**src/rtl/spi_burst_pkg.sv**
```systemverilog
// Shared types and default configuration for the SPI burst master.
package spi_burst_pkg;

  localparam int unsigned DEF_DATA_W     = 8;
  localparam int unsigned DEF_FIFO_DEPTH = 4;
  localparam int unsigned DEF_DIV        = 2;

  typedef enum logic [1:0] {
    ST_IDLE = 2'd0,
    ST_LOW  = 2'd1,
    ST_HIGH = 2'd2,
    ST_GAP  = 2'd3
  } state_t;

endpackage

```
**src/rtl/spi_burst_fifo.sv**
```systemverilog
// TX FIFO holding {dc, data} entries, with occupancy and full/empty flags.
// Pushes while full are dropped even if a pop happens in the same cycle;
// pops only take entries already stored (no write-through bypass).
module spi_burst_fifo #(
  parameter int unsigned WIDTH = 9,
  parameter int unsigned DEPTH = 4
) (
  input  logic                     clk,
  input  logic                     rst,
  input  logic                     push,
  input  logic [WIDTH-1:0]         push_data,
  input  logic                     pop,
  output logic [WIDTH-1:0]         pop_data,
  output logic [$clog2(DEPTH):0]   level,
  output logic                     full,
  output logic                     empty
);

  localparam int unsigned PTR_W = $clog2(DEPTH);
  localparam int unsigned LVL_W = $clog2(DEPTH) + 1;

  logic [WIDTH-1:0] mem [DEPTH];
  logic [PTR_W-1:0] wr_ptr;
  logic [PTR_W-1:0] rd_ptr;
  logic [LVL_W-1:0] level_q;
  logic             push_ok;
  logic             pop_ok;

  assign full     = (level_q == LVL_W'(DEPTH));
  assign empty    = (level_q == '0);
  assign level    = level_q;
  assign push_ok  = push && !full;
  assign pop_ok   = pop && !empty;
  assign pop_data = mem[rd_ptr];

  // Pointer and occupancy bookkeeping.
  always_ff @(posedge clk) begin
    if (rst) begin
      wr_ptr  <= '0;
      rd_ptr  <= '0;
      level_q <= '0;
    end else begin
      if (push_ok) wr_ptr <= wr_ptr + PTR_W'(1);
      if (pop_ok)  rd_ptr <= rd_ptr + PTR_W'(1);
      unique case ({push_ok, pop_ok})
        2'b10:   level_q <= level_q + LVL_W'(1);
        2'b01:   level_q <= level_q - LVL_W'(1);
        default: ;
      endcase
    end
  end

  // Storage array; contents are don't-care until written.
  always_ff @(posedge clk) begin
    if (push_ok) mem[wr_ptr] <= push_data;
  end

endmodule

```
**src/rtl/spi_burst_master.sv**
```systemverilog
// SPI mode-0 burst master with D/C line, fed by a small TX FIFO.
// Optional feature macro: SPI_BURST_CS_HOLD_EN keeps cs_n low across
// consecutive words that share the same dc value (no GAP between them).
module spi_burst_master
  import spi_burst_pkg::*;
#(
  parameter int unsigned DATA_W     = DEF_DATA_W,
  parameter int unsigned FIFO_DEPTH = DEF_FIFO_DEPTH,
  parameter int unsigned DIV        = DEF_DIV
) (
  input  logic                          clk_i,
  input  logic                          rst_i,
  input  logic                          wr_en_i,
  input  logic [DATA_W-1:0]             wr_data_i,
  input  logic                          wr_dc_i,
  output logic                          full_o,
  output logic [$clog2(FIFO_DEPTH):0]   level_o,
  output logic                          busy_o,
  output logic                          done_o,
  output logic                          sclk_o,
  output logic                          mosi_o,
  output logic                          cs_n_o,
  output logic                          dc_o
);

  localparam int unsigned CNT_W = $clog2(DATA_W + 1);
  localparam int unsigned DIV_W = (DIV > 1) ? $clog2(DIV) : 1;
  localparam logic [DIV_W-1:0] DIV_RELOAD = DIV_W'(DIV - 1);

  state_t            state;
  logic [DIV_W-1:0]  div_cnt;
  logic [CNT_W-1:0]  bit_cnt;
  logic [DATA_W-2:0] rest_bits;   // bits still to be shifted out after mosi_o
  logic [DATA_W:0]   head;
  logic              empty;
  logic              pop_c;
  logic              div_zero_c;
  logic              last_bit_c;

  spi_burst_fifo #(
    .WIDTH (DATA_W + 1),
    .DEPTH (FIFO_DEPTH)
  ) u_fifo (
    .clk       (clk_i),
    .rst       (rst_i),
    .push      (wr_en_i),
    .push_data ({wr_dc_i, wr_data_i}),
    .pop       (pop_c),
    .pop_data  (head),
    .level     (level_o),
    .full      (full_o),
    .empty     (empty)
  );

  assign div_zero_c = (div_cnt == '0);
  assign last_bit_c = (bit_cnt == CNT_W'(DATA_W));
  assign busy_o     = (state != ST_IDLE) || !empty;

  // Word-load strobe. GAP loads directly on its last cycle so cs_n stays
  // high for exactly DIV cycles between words.
  always_comb begin
    pop_c = 1'b0;
    unique case (state)
      ST_IDLE: pop_c = !empty;
      ST_GAP:  pop_c = div_zero_c && !empty;
`ifdef SPI_BURST_CS_HOLD_EN
      ST_HIGH: pop_c = div_zero_c && last_bit_c && !empty && (head[DATA_W] == dc_o);
`endif
      default: pop_c = 1'b0;
    endcase
  end

  // FSM, shifter, dividers and registered bus outputs.
  always_ff @(posedge clk_i) begin
    if (rst_i) begin
      state     <= ST_IDLE;
      div_cnt   <= '0;
      bit_cnt   <= '0;
      rest_bits <= '0;
      sclk_o    <= 1'b0;
      mosi_o    <= 1'b0;
      cs_n_o    <= 1'b1;
      dc_o      <= 1'b0;
      done_o    <= 1'b0;
    end else begin
      done_o <= 1'b0;
      if (pop_c) begin
        state     <= ST_LOW;
        rest_bits <= head[DATA_W-2:0];
        mosi_o    <= head[DATA_W-1];
        dc_o      <= head[DATA_W];
        cs_n_o    <= 1'b0;
        sclk_o    <= 1'b0;
        div_cnt   <= DIV_RELOAD;
        bit_cnt   <= '0;
        if (state == ST_HIGH) done_o <= 1'b1;
      end else begin
        unique case (state)
          ST_IDLE: begin
            cs_n_o <= 1'b1;
            sclk_o <= 1'b0;
            mosi_o <= 1'b0;
          end
          ST_LOW: begin
            if (div_zero_c) begin
              state   <= ST_HIGH;
              sclk_o  <= 1'b1;
              div_cnt <= DIV_RELOAD;
              bit_cnt <= bit_cnt + CNT_W'(1);
            end else begin
              div_cnt <= div_cnt - DIV_W'(1);
            end
          end
          ST_HIGH: begin
            if (div_zero_c) begin
              sclk_o  <= 1'b0;
              div_cnt <= DIV_RELOAD;
              if (last_bit_c) begin
                done_o <= 1'b1;
                state  <= ST_GAP;
                cs_n_o <= 1'b1;
                mosi_o <= 1'b0;
              end else begin
                state     <= ST_LOW;
                mosi_o    <= rest_bits[DATA_W-2];
                rest_bits <= {rest_bits[DATA_W-3:0], 1'b0};
              end
            end else begin
              div_cnt <= div_cnt - DIV_W'(1);
            end
          end
          ST_GAP: begin
            if (div_zero_c) state <= ST_IDLE;
            else            div_cnt <= div_cnt - DIV_W'(1);
          end
          default: state <= ST_IDLE;
        endcase
      end
    end
  end

endmodule

```
**config.mk**
```make
export PLATFORM = sky130hd
export DESIGN_NAME = spi_burst_master
export DESIGN_NICKNAME = d
export VERILOG_FILES = /design/src/rtl/spi_burst_pkg.sv /design/src/rtl/spi_burst_fifo.sv /design/src/rtl/spi_burst_master.sv
export SDC_FILE = /design/constraint.sdc
export NUM_CORES = 1
export LEC_CHECK = 0
export BUFFER_PORTS_ARGS = -buffer_cell sky130_fd_sc_hd__buf_2
export CAP_MARGIN = 20
export CORE_MARGIN = 2
export CORE_UTILIZATION = 60
export CTS_CLUSTER_SIZE = 24
export DETAILED_ROUTE_END_ITERATION = 16
export PLACE_DENSITY_LB_ADDON = 0.25
export SYNTH_ARGS = -nofsm -noshare
export SYNTH_HDL_FRONTEND = slang
export SYNTH_SLANG_ARGS = --single-unit
```
**constraint.sdc**
```tcl
create_clock -name clk_i -period 5.27 [get_ports clk_i]
set_clock_uncertainty 0.1 [all_clocks]
set_input_delay 0.527 -clock clk_i [delete_from_list [all_inputs] [get_ports clk_i]]
set_output_delay 0.527 -clock clk_i [all_outputs]
set_load 0.02 [all_outputs]
```
---- Yosys cells after proc, flatten, opt, wreduce, memory -nomap -nowiden ----
Memory sizes are Yosys's and may differ from the RTL's. A register that Yosys moved wholly into a read port is not among the register bits.
Index checks and enable logic that the tools add are counted.
word-level totals
  bits in registers ....................... 26
  RAM bits ................................ 36
  memories kept ........................... 1
  output and inout port bits .............. 10
  input bits .............................. 12
memory list
  name        depth  bits a word  read ports  clocked after memory_dff  write ports  line                  text
  u_fifo.mem  4      9            1           1                         1            spi_burst_fifo.sv:22  logic [WIDTH-1:0] mem [DEPTH];
cells by class
  bitwise logic cells ..................... 1
  muxes and demuxes ....................... 36
  eq/ne operators ......................... 16
  $add $sub $neg .......................... 6
  reduce and logical (&&, ||, !) cells .... 25
operator list
  kind                   number
  $mux W7                4
  $mux W1                19
  $mux W2                6
  $ne A3 B2 Y1 const B   4
  $reduce_bool A3 Y1     4
  $reduce_and A3 Y1      3
  $pmux W1 S2            4
  $reduce_and A4 Y1      2
  $eq A2 B2 Y1 const B   3
  $ne A2 B2 Y1 const B   3
  $pmux W2 S3            1
  $pmux W3 S2            1
  $reduce_bool A2 Y1     3
  $add A2 B1 Y2 const B  2
  $add A4 B1 Y4 const B  1
  $eq A2 B1 Y1 const B   2
  $eq A4 B4 Y1 const B   1
  $ne A2 B1 Y1 const B   2
  $reduce_and A2 Y1      2
  $reduce_bool A4 Y1     1
  $reduce_or A2 Y1       2
  $add A3 B1 Y3 const B  1
  $eq A3 B3 Y1 const B   1
  $logic_and A1 B1 Y1    3
  8 further kinds        9

---- Depth between registers and ports, before layout ----
Gate-level depths: netlist of the first run.
  word-level depth ........................ 7
  depth in mapped cells ................... 11

---- By module ----
A second synthesis of the first run with hierarchy kept.
second synthesis, totals
  cells, all modules ...................... 218
  area total of the unflattened synthesis .. 2,831.5 um2
by module, submodules not included
  module            area an instance (um2)  times used  cells each  seq. area each (um2)
  spi_burst_fifo    1,778.0                 1           101         1,261.2
  spi_burst_master  1,053.5                 1           117         380.4

---- Worst setup path before layout of the first run ----
OpenSTA, ideal clock, no wires.
  path type ............................... register to register
  start ................................... register u_fifo.level_q[2], in the netlist u_fifo.level[2]
  end ..................................... register u_fifo.level_q[2], in the netlist u_fifo.level[2]
  arrival ................................. 2.559 ns
  stages on the path, launching flop included .. 11
  setup slack ............................. 2.538 ns
  data required time ...................... 5.097 ns
  clock period less this slack ............ 2.732 ns
  path through ............................ dfxtp_1 -> nor3b_1 -> nor2b_1 -> clkbuf_1 -> inv_1 -> ha_1 -> inv_1 -> fa_1 -> xor2_1 -> or3_1 -> a21oi_1
between the ends
  elaborated cells on any way between the ends .. 14
  those cells by class .................... add/sub: 2; eq/ne: 3; mux: 2; reduce/logical: 7
RTL lines
  element                                                   line                    text
  start: declaration                                        spi_burst_fifo.sv:25    logic [LVL_W-1:0] level_q;
  start signal: assignment                                  spi_burst_fifo.sv:46    2'b10: level_q <= level_q + LVL_W'(1);
  start signal: assignment                                  spi_burst_fifo.sv:47    2'b01: level_q <= level_q - LVL_W'(1);
  $eq A3 B3 Y1 *                                            spi_burst_fifo.sv:29    assign full = (level_q == LVL_W'(DEPTH));
  via full_o                                                spi_burst_master.sv:16  output logic full_o,
  $logic_not A1 Y1 *                                        spi_burst_fifo.sv:32    assign push_ok = push && !full;
  $logic_and A1 B1 Y1 *                                     spi_burst_fifo.sv:32
  $eq A2 B1 Y1 / $eq A2 B2 Y1 (equally long branches)       spi_burst_fifo.sv:45    unique case ({push_ok, pop_ok})
  $pmux W3 S2 / $reduce_bool A2 Y1 (equally long branches)  -
The timed path passes the listed nets; every way through them passes the cells marked *.
A chain may end at the register's enable or synchronous reset.

---- Worst setup path after layout of the first run ----
  start ................................... register state[1]
  end ..................................... register u_fifo.level_q[2], in the netlist u_fifo.level[2]
between the ends
  cells in the longest elaborated chain, start to end .. 5
  elaborated cells on any way between the ends .. 8
  those cells by class .................... eq/ne: 3; mux: 2; reduce/logical: 3
RTL lines
  element                                                   line                     text
  start: declaration                                        spi_burst_master.sv:30   state_t state;
  start signal: assignment                                  spi_burst_master.sv:76   state <= ST_IDLE;
  start signal: assignment                                  spi_burst_master.sv:88   state <= ST_LOW;
  start signal: assignment                                  spi_burst_master.sv:106  state <= ST_HIGH;
  $eq A2 B2 Y1 / $logic_not A2 Y1 (equally long branches)   spi_burst_master.sv:63   unique case (state)
  $pmux W1 S2 *                                             spi_burst_master.sv:63
  $logic_and A1 B1 Y1 *                                     spi_burst_fifo.sv:33     assign pop_ok = pop && !empty;
  via u_fifo.pop_ok                                         spi_burst_fifo.sv:27     logic pop_ok;
  $eq A2 B1 Y1 / $eq A2 B2 Y1 (equally long branches)       spi_burst_fifo.sv:45
  $pmux W3 S2 / $reduce_bool A2 Y1 (equally long branches)  -
Marks and branches as above.

==> summary.md, run 1 <==
| Metric | Value |
|---|---|
| CTS H-tree lvls | `3` |
| Worst path max stage delay | `0.58 ns` |
| # hold bufs at CTS | `0` |
| Port Buffers | `21` |
| Reg-to-Reg End | `u_fifo.level[2]` |
| Total number of vias | `1,564` |
| Setup TNS | `0 ns` |
| Max-Cap Viols | `0` |
| Status | `finished clean` |
| Placer congestion estimate | `0.873` |
| Leak Pwr | `1.11 nW` |
| DRC viols | `0` |
| Crit path to | `u_fifo.level[2]` |
| Commonest non-fill, non-tap cell in the layout | `edfxtp_1` |
| Reg2Reg Setup Slack | `2.18 ns` |
| Clock latency on the worst-skew pair | `0.33 ns` |
| Worst r2r src | `state[1]` |
| Num rows | `24` |
| Layout cells sized above 1 | `0.229` |
| Final period utilization | `0.587` |
| WL/cell | `15.6 um` |
| Total GRT Usage | `0.195` |
| TritonRoute pass-1 iters | `5` |
| Worst slew pin tran | `0.768 ns` |
| WS Path Type | `reg2reg` |
| Placed cells | `267` |
| Final non-filler cell total | `283` |
| Cts bufs inserted | `9` |
| Slowest cell on the critical path | `a211o_1` |
| Clock buffer depth | `2` |
| Hold Vio Cnt, Final | `0` |
| DIE HEIGHT | `71.6 um` |
| Vias in the first global route | `1,652` |
| Beginning of the critical path | `state[1]` |
| Total Nets Final | `251` |
| Top-level port count | `22` |
| Critical Path RT | `5.43 ns` |
| Peak supply drop | `0.280 mV` |
| Startpoint class of the critical path | `flop` |
| Clock Tree Root | `clkbuf_8` |
| EDFF count, synth | `36` |
| Worst Setup End Kind | `flop` |
| Peak Freq | `0.323 GHz` |
| CTS clk-pin slew, worst paths | `0.08 ns` |
| ANT nets after route | `0` |
| Tot Pwr | `1.60 mW` |
| Antenna Diode Count | `0` |
| Synth cell types | `36` |
| Clk sink count | `64` |
| Max-slew headroom | `0.487` |
| Tightest Hold Check Type | `in2reg` |
| Final wirelength | `4410 um` |
| Min-delay src | `wr_data_i[5]` |
| Full die area | `5130 um^2` |
| CP Max Fanout | `21` |
| Min cycle time layout | `3.09 ns` |
| Power Density | `529 nW/um^2` |
| Largest net degree at the start of global routing | `23` |
| Initial antenna violation count | `0` |
| RSZ-0062 raised after global routing | `no` |
| Synth Instances | `203` |
| Async S/R FF share, synth | `0` |
| Cell area after synthesis | `2740 um^2` |
| Postcts setup bufs | `0` |
| Core Region | `4380 um^2` |
| Worst reg-to-reg path cell count | `10` |
| DRT iter0 DRCs | `90` |
| Post-synthesis sequential area ratio | `0.599` |
| Worst hold slack | `0.310 ns` |
| CTS tree | `done` |
| Die Width | `71.6 um` |
| Synth Area per Inst | `13.5 um^2` |
| Synth warnings | `0` |
| CTS resizes | `0` |
| Area growth syn-to-layout | `10.4%` |
| Setup Viol. Count Final | `0` |
| Synth Register Bits | `64` |
| # fillers | `328` |
| First-pass GRT wire length | `7400 um` |
| Slew Limit Fails | `0` |
| Syn_nets | `228` |
| Arrival time worst endpoint | `3.26 ns` |
| Most frequent cells in the layout | `edfxtp_1 (36), dfxtp_1 (28), nor2_1 (26)` |
| Crit-path cells | `inv_1 -> ha_1 -> a211o_1 -> clkinv_1 -> ha_1 -> inv_1 -> fa_1 -> xor2_1 -> or3_1 -> a21oi_1` |
| Post-detail-place hpwl | `3060 um` |
| Total congestion overflow | `0` |
| Initial Util | `0.626` |
| Main flop type after synthesis | `edfxtp_1` |
| Vias per cell | `5.53` |
-- through the flow --
step	util	worst slack, ns	area, um^2
global placement	0.651	2.36	2850
floorplan	-	2.54	2740
finish	0.690	2.18	3030
CTS	0.690	2.15	3030
detailed placement	0.651	2.17	2850
global route	0.690	1.89	3030
-- worst max-delay path: cells and delay by family (launching register included) --
kind,cells,cell delay [ns]
fa+ha+maj,3,0.86
compound gates,2,0.72
buf+inv,3,0.55
flops,1,0.41
simple gates,1,0.31
xor+xnor,1,0.07
-- cells by family after synthesis --
| logic type | count (synthesis) | synth area share |
|---|---|---|
| adder cells (fa/ha/maj) | 13 | 0.0620 |
| flip-flops | 64 | 0.599 |
| AO/OA/AOI/OAI | 25 | 0.0689 |
| buffers and inverters | 23 | 0.0406 |
| multiplexers | 19 | 0.110 |
| AND/OR/NAND/NOR | 51 | 0.0940 |
| XOR/XNOR | 8 | 0.0255 |
-- area by class of cell --
type,count,area (um^2),area share
Sequential cell,64,1640,0.542
Multi-Input combinational cell,116,990,0.327
Tap cell,52,65.1,0.0215
Clock buffer,9,124,0.0409
Inverter,14,52.6,0.0174
Clock inverter,7,48.8,0.0161
Timing Repair Buffer,21,105,0.0347
-- worst min-delay path by stage --
stage / depth (start not counted) / endpoint / slack [ns]
final: 1 / u_fifo.mem[0][5] / 0.31
after global routing: 1 / u_fifo.mem[1][3] / 0.30
after CTS: 1 / u_fifo.mem[3][5] / 0.30
after detailed placement: 2 / dc_o / 0.39
after global placement: 2 / u_fifo.rd_ptr[1] / 0.38
after floorplan: 2 / rest_bits[0] / 0.36
-- report_power, final --
group / total [mW] / internal, mW / switching (mW)
combinational: 0.536 / 0.236 / 0.300
sequential: 0.707 / 0.631 / 0.0760
clock: 0.360 / 0.169 / 0.190
-- state kept, by name, indices dropped and copies added, names as in the netlist, named ones only --
name	count
div_cnt	1
u_fifo.level	3
u_fifo.mem	36
rest_bits	7
done_o	1
sclk_o	1
u_fifo.wr_ptr	2
cs_n_o	1
u_fifo.rd_ptr	2
state	2
dc_o	1
bit_cnt	4
mosi_o	1
-- Yosys cell counts, types with 2 or more instances --
| cell type | count | share of area |
|---|---|---|
| a211oi_2 | 6 | 0.027 |
| nor2b_1 | 3 | 0.0068 |
| nand2_1 | 3 | 0.0041 |
| xor2_1 | 4 | 0.013 |
| a21oi_1 | 9 | 0.016 |
| inv_1 | 13 | 0.018 |
| ha_1 | 12 | 0.055 |
| mux2i_1 | 10 | 0.036 |
| nand2b_1 | 3 | 0.0068 |
| nor2_1 | 26 | 0.036 |
| xnor2_1 | 4 | 0.013 |
| mux4_2 | 9 | 0.074 |
| nor3b_1 | 2 | 0.0055 |
| edfxtp_1 | 36 | 0.39 |
| buf_6 | 3 | 0.012 |
| dfxtp_1 | 28 | 0.20 |
| nor3_1 | 2 | 0.0036 |
| or3_1 | 2 | 0.0046 |
| nand3b_1 | 2 | 0.0055 |
| clkbuf_1 | 4 | 0.0055 |
| buf_2 | 2 | 0.0036 |
| o21ai_0 | 3 | 0.0055 |
| and2_1 | 4 | 0.0091 |
-- layer usage --
metal	vias up	track usage	routed length (um)
met1	758	0.235	1900
met2	31	0.326	2300
met3	6	0.0422	129
met4	0	0.107	76
met5	-	0	0
li1	769	-	-
Power figures use the tool's default switching activity.
==> inputs of run 2 (changes only) <==
CORE_UTILIZATION = 59   (was 60)
clock period = 3.21 ns   (was 5.27 ns; I/O delays follow)
==> run 2 against run 1 <==
Net effect: global-route usage barely moved; largest power group unchanged; combinational power rose by 66%; via count fell by 0.13%; first-iteration DRC count fell by 32%; largest cell class unchanged; cell area rose by 1.0%; utilization rose by 0.24 points; sequential share of layout area fell by 0.55 points.
==> summary.md, run 2 (synthesized netlist as in run 1, its figures left out) <==
| Metric | Value |
|---|---|
| Peak supply drop | `0.470 mV` |
| Core Region | `4410 um^2` |
| RSZ-0062 raised after global routing | `no` |
| Total GRT Usage | `0.195` |
| Clock buffer depth | `2` |
| Cts bufs inserted | `9` |
| Final wirelength | `4530 um` |
| Vias in the first global route | `1,631` |
| Initial antenna violation count | `0` |
| Full die area | `5210 um^2` |
| Hold Vio Cnt, Final | `0` |
| First-pass GRT wire length | `7420 um` |
| # hold bufs at CTS | `0` |
| Finished layout cell area | `3060 um^2` |
| Largest net degree at the start of global routing | `23` |
| CTS clk-pin slew, worst paths | `0.07 ns` |
| TritonRoute pass-1 iters | `4` |
| Post-detail-place hpwl | `3200 um` |
| Postcts setup bufs | `0` |
| Port Buffers | `21` |
| Num rows | `24` |
| DRT iter0 DRCs | `61` |
| Worst reg-to-reg path cell count | `10` |
| CTS resizes | `0` |
| ANT nets after route | `0` |
| Layout cells sized above 1 | `0.237` |
| CTS H-tree lvls | `3` |
| Status | `finished clean` |
| Arrival time worst endpoint | `2.85 ns` |
| Startpoint class of the critical path | `flop` |
| Most frequent cells in the layout | `edfxtp_1 (36), dfxtp_1 (28), nor2_1 (26)` |
| Top flop regs | `u_fifo.mem (36), rest_bits (7), bit_cnt (4)` |
| Die Width | `72.2 um` |
| Total number of vias | `1,562` |
| DRC viols | `0` |
| Worst slew pin tran | `0.745 ns` |
| DIE HEIGHT | `72.2 um` |
| CP Max Fanout | `6` |
| Antenna Diode Count | `0` |
| Clock Tree Root | `clkbuf_8` |
| Setup TNS | `0 ns` |
| WHS Path Cells | `1` |
| Worst Setup End Kind | `flop` |
| Total Nets Final | `252` |
| Commonest non-fill, non-tap cell in the layout | `edfxtp_1` |
| Total congestion overflow | `0` |
| Slowest cell on the critical path | `dfxtp_1` |
| WS Path Type | `reg2reg` |
| Peak Freq | `0.373 GHz` |
| Critical Path RT | `3.38 ns` |
| Area growth syn-to-layout | `11.5%` |
| Top-level port count | `22` |
| WL/cell | `15.9 um` |
| # fillers | `297` |
| Leak Pwr | `1.13 nW` |
| CTS tree | `done` |
| Initial Util | `0.621` |
| Vias per cell | `5.50` |
| Placement Cell Area | `2860 um^2` |
| Power Density | `893 nW/um^2` |
| Clk sink count | `64` |
| Top reg by flops | `u_fifo.mem` |
| Crit-path cells | `ha_1 -> nand2b_4 -> a211o_1 -> clkinv_1 -> ha_1 -> inv_1 -> fa_1 -> xor2_1 -> or3_1 -> a21oi_1` |
| Slew Limit Fails | `0` |
| Setup Viol. Count Final | `0` |
| Max-slew headroom | `0.502` |
| Max FFs per register | `36` |
| Max-Cap Viols | `0` |
| Tightest Hold Check Type | `in2reg` |
| Cell mode on critical path | `ha_1` |
| Worst path max stage delay | `0.42 ns` |
| Min cycle time layout | `2.68 ns` |
| Placer congestion estimate | `0.828` |
| Worst hold slack | `0.0962 ns` |
| Clock latency on the worst-skew pair | `0.33 ns` |
| Final period utilization | `0.836` |
run 2: power breakdown:
part           internal, mW  total, mW  switching [mW]
clock                 0.358      0.673           0.315
combinational         0.398      0.892           0.494
sequential             1.04       1.17           0.131
run 2: final timing paths:
path	start	end	slack (ns)
max	state[1]	u_fifo.level[2]	0.53
min reg2reg	mosi_o	mosi_o	0.38
min	wr_data_i[1]	u_fifo.mem[0][1]	0.1
max reg2reg	state[1]	u_fifo.level[2]	0.53
run 2: final cells by class:
type	instances	area [um^2]	share of cell area
clock buffers	9	124	0.0405
clock inverters	7	72.6	0.0237
inverters	14	52.6	0.0172
multi-input cells	116	990	0.324
flip-flops and latches	64	1640	0.537
well taps	52	65.1	0.0213
repair buffers	22	113	0.0368
run 2: critical path, delay by kind of cell (launching register included):
family	cells	cell delay, ns
compound gates	2	0.44
flops	1	0.42
buf+inv	2	0.20
simple gates	2	0.38
xor+xnor	1	0.16
fa+ha+maj	3	0.92
run 2: stage by stage:
stage | worst slack, ns | power [mW] | cells | util
CTS | 0.525 | 2.75 | 284 | 0.693
global route | 0.369 | 2.89 | 284 | 0.693
finish | 0.525 | 2.73 | 284 | 0.693
floorplan | 0.478 | 1.90 | 203 | -
detailed placement | 0.538 | 2.08 | 268 | 0.648
global placement | 0.686 | 2.02 | 268 | 0.648
run 2: per-layer routing:
layer | part of all wire | wire length [um] | vias up | global-route usage
met4 | 0.016 | 74 | 0 | 0.119
met5 | 0 | 0 | - | 0
met3 | 0.036 | 164 | 10 | 0.0431
li1 | - | - | 766 | -
met2 | 0.52 | 2340 | 30 | 0.330
met1 | 0.43 | 1950 | 756 | 0.226
==> inputs of run 3 (changes only) <==
clock period = 2.59 ns   (was 3.21 ns; I/O delays follow)
==> run 3 against run 2 <==
Net effect: clock power is 15% higher; final cell count grew 1.1%; sequential cell count did not move; first-iteration DRC count up 31%; worst setup slack got worse by 0.43 ns; routed wire length fell by 0.84%; sequential share of layout area decreased by 0.35 points; count of clock-buffer cells in the layout unchanged.
==> summary.md, run 3 (synthesized netlist as in run 1, its figures left out) <==
| Metric | Value |
|---|---|
| Status | `finished clean` |
| Final wirelength | `4490 um` |
| First-pass GRT wire length | `7280 um` |
| Worst Setup End Kind | `flop` |
| Postcts setup bufs | `0` |
| DRT iter0 DRCs | `80` |
| Max FFs per register | `36` |
| WP buf/inv | `3` |
| Top-level port count | `22` |
| WS Path Type | `reg2reg` |
| Layout cells sized above 1 | `0.260` |
| Beginning of the critical path | `state[0]` |
| Port Buffers | `21` |
| Multi-input gate area | `1010 um^2` |
| ANT nets after route | `0` |
| Worst reg-to-reg path cell count | `10` |
| Commonest non-fill, non-tap cell in the layout | `edfxtp_1` |
| Clock buffer depth | `2` |
| Total Nets Final | `255` |
| Placed cells | `271` |
| Vias per cell | `5.56` |
| WP depth | `10` |
| CTS clk-pin slew, worst paths | `0.07 ns` |
| CTS H-tree lvls | `3` |
| Top flop regs | `u_fifo.mem (36), rest_bits (7), bit_cnt (4)` |
| Startpoint class of the critical path | `flop` |
| Total number of vias | `1,595` |
| DRC viols | `0` |
| Area growth syn-to-layout | `12.3%` |
| Placer congestion estimate | `0.756` |
| Slew Limit Fails | `0` |
| Post-detail-place hpwl | `3130 um` |
| Hold Vio Cnt, Final | `0` |
| Reg2Reg Setup Slack | `0.1 ns` |
| Power Density | `1100 nW/um^2` |
| Crit path to | `u_fifo.level[2]` |
| Combinational power share | `0.345` |
| Final Core Density | `0.698` |
| Worst slew pin tran | `0.627 ns` |
| Clock power share | `0.228` |
| Tot Pwr | `3.38 mW` |
| Cts bufs inserted | `9` |
| Min-delay src | `wr_data_i[1]` |
| CP Max Fanout | `4` |
| Cell family with most CP delay | `adder cells` |
| Num rows | `24` |
| Sequential power share | `0.427` |
| Slowest cell on the critical path | `dfxtp_1` |
| Crit-path cells | `inv_1 -> ha_4 -> a211o_1 -> clkinv_1 -> ha_1 -> inv_1 -> fa_1 -> xor2_1 -> or3_1 -> a21oi_1` |
| Final non-filler cell total | `287` |
| Final period utilization | `0.962` |
| Min cycle time layout | `2.49 ns` |
| Antenna Diode Count | `0` |
| Arrival time worst endpoint | `2.67 ns` |
| # hold bufs at CTS | `0` |
| Initial antenna violation count | `0` |
| Core Region | `4410 um^2` |
| DIE HEIGHT | `72.2 um` |
| WL/cell | `15.6 um` |
| Post-route worst setup slack | `0.0976 ns` |
| Setup TNS | `0 ns` |
| Tightest Hold Check Type | `in2reg` |
| Die Width | `72.2 um` |
| Largest net degree at the start of global routing | `23` |
| Worst r2r src | `state[0]` |
| Pre-CTS setup slack | `0.0596 ns` |
| P_int | `2.17 mW` |
| Total congestion overflow | `0` |
| Cell mode on critical path | `inv_1` |
| Reg-to-Reg End | `u_fifo.level[2]` |
| Sw power | `1.22 mW` |
| Setup Viol. Count Final | `0` |
| Initial Util | `0.621` |
| CTS tree | `done` |
| Total GRT Usage | `0.195` |
| FF/Latch Area | `1640 um^2` |
| Clk sink count | `64` |
| CTS resizes | `0` |
| Peak Freq | `0.401 GHz` |
| Most frequent cells in the layout | `edfxtp_1 (36), dfxtp_1 (27), nor2_1 (26)` |
| Clock latency on the worst-skew pair | `0.35 ns` |
| Peak supply drop | `0.733 mV` |
| TritonRoute pass-1 iters | `6` |
| Vias in the first global route | `1,543` |
| Clock Tree Root | `clkbuf_8` |
| Switch share | `0.359` |
| Critical Path RT | `2.77 ns` |
| Max-Cap Viols | `0` |
| Top reg by flops | `u_fifo.mem` |
| Max-slew headroom | `0.581` |
| Full die area | `5210 um^2` |
| Leak Pwr | `1.14 nW` |
| # fillers | `302` |
| Worst path max stage delay | `0.38 ns` |
[run 3: cell count changes in the layout (fill, tap and decap cells not counted), sizes merged]
cell | previous run | this run
bufinv | 1 | 0
inv | 13 | 16
clkinv | 5 | 2
buf | 22 | 25
clkinvlp | 2 | 3
[run 3: routing by layer]
| metal | track usage | share of wire |
|---|---|---|
| met5 | 0 | 0 |
| met4 | 0.126 | 0.021 |
| met3 | 0.0458 | 0.038 |
| met2 | 0.311 | 0.51 |
| met1 | 0.240 | 0.43 |
[run 3: area by class of cell]
class | count | share of cell area
well taps | 52 | 0.0211
clock buffers | 9 | 0.0402
clock inverters | 7 | 0.0175
multi-input cells | 116 | 0.327
repair buffers | 25 | 0.0439
inverters | 14 | 0.0171
flip-flops and latches | 64 | 0.533
[run 3: power groups by stage]
stage	logic (mW)	clock network, mW	registers, mW
6_report	1.17	0.771	1.45
5_1_grt	1.28	0.823	1.47
4_1_cts	1.15	0.784	1.45
3_5_place_dp	1.15	0	1.47
3_3_place_gp	1.08	0	1.45
2_1_floorplan	0.920	0	1.44
[run 3: through the flow]
stage,cell area [um^2],hold WS (ns)
floorplan,2750,0.258
global placement,2890,0.368
detailed placement,2890,0.375
CTS,3070,0.00827
global route,3080,0.0212
finish,3080,0.0180
[run 3: how the worst min path moves through the flow]
stage                       endpoint  slack [ns]  cells after the start
floorplan           u_fifo.mem[0][0]        0.26                      0
global placement    u_fifo.mem[0][1]        0.37                      1
detailed placement            mosi_o        0.38                      2
CTS                 u_fifo.mem[0][1]       0.008                      1
global route        u_fifo.mem[0][2]        0.02                      1
finish              u_fifo.mem[1][1]        0.02                      1
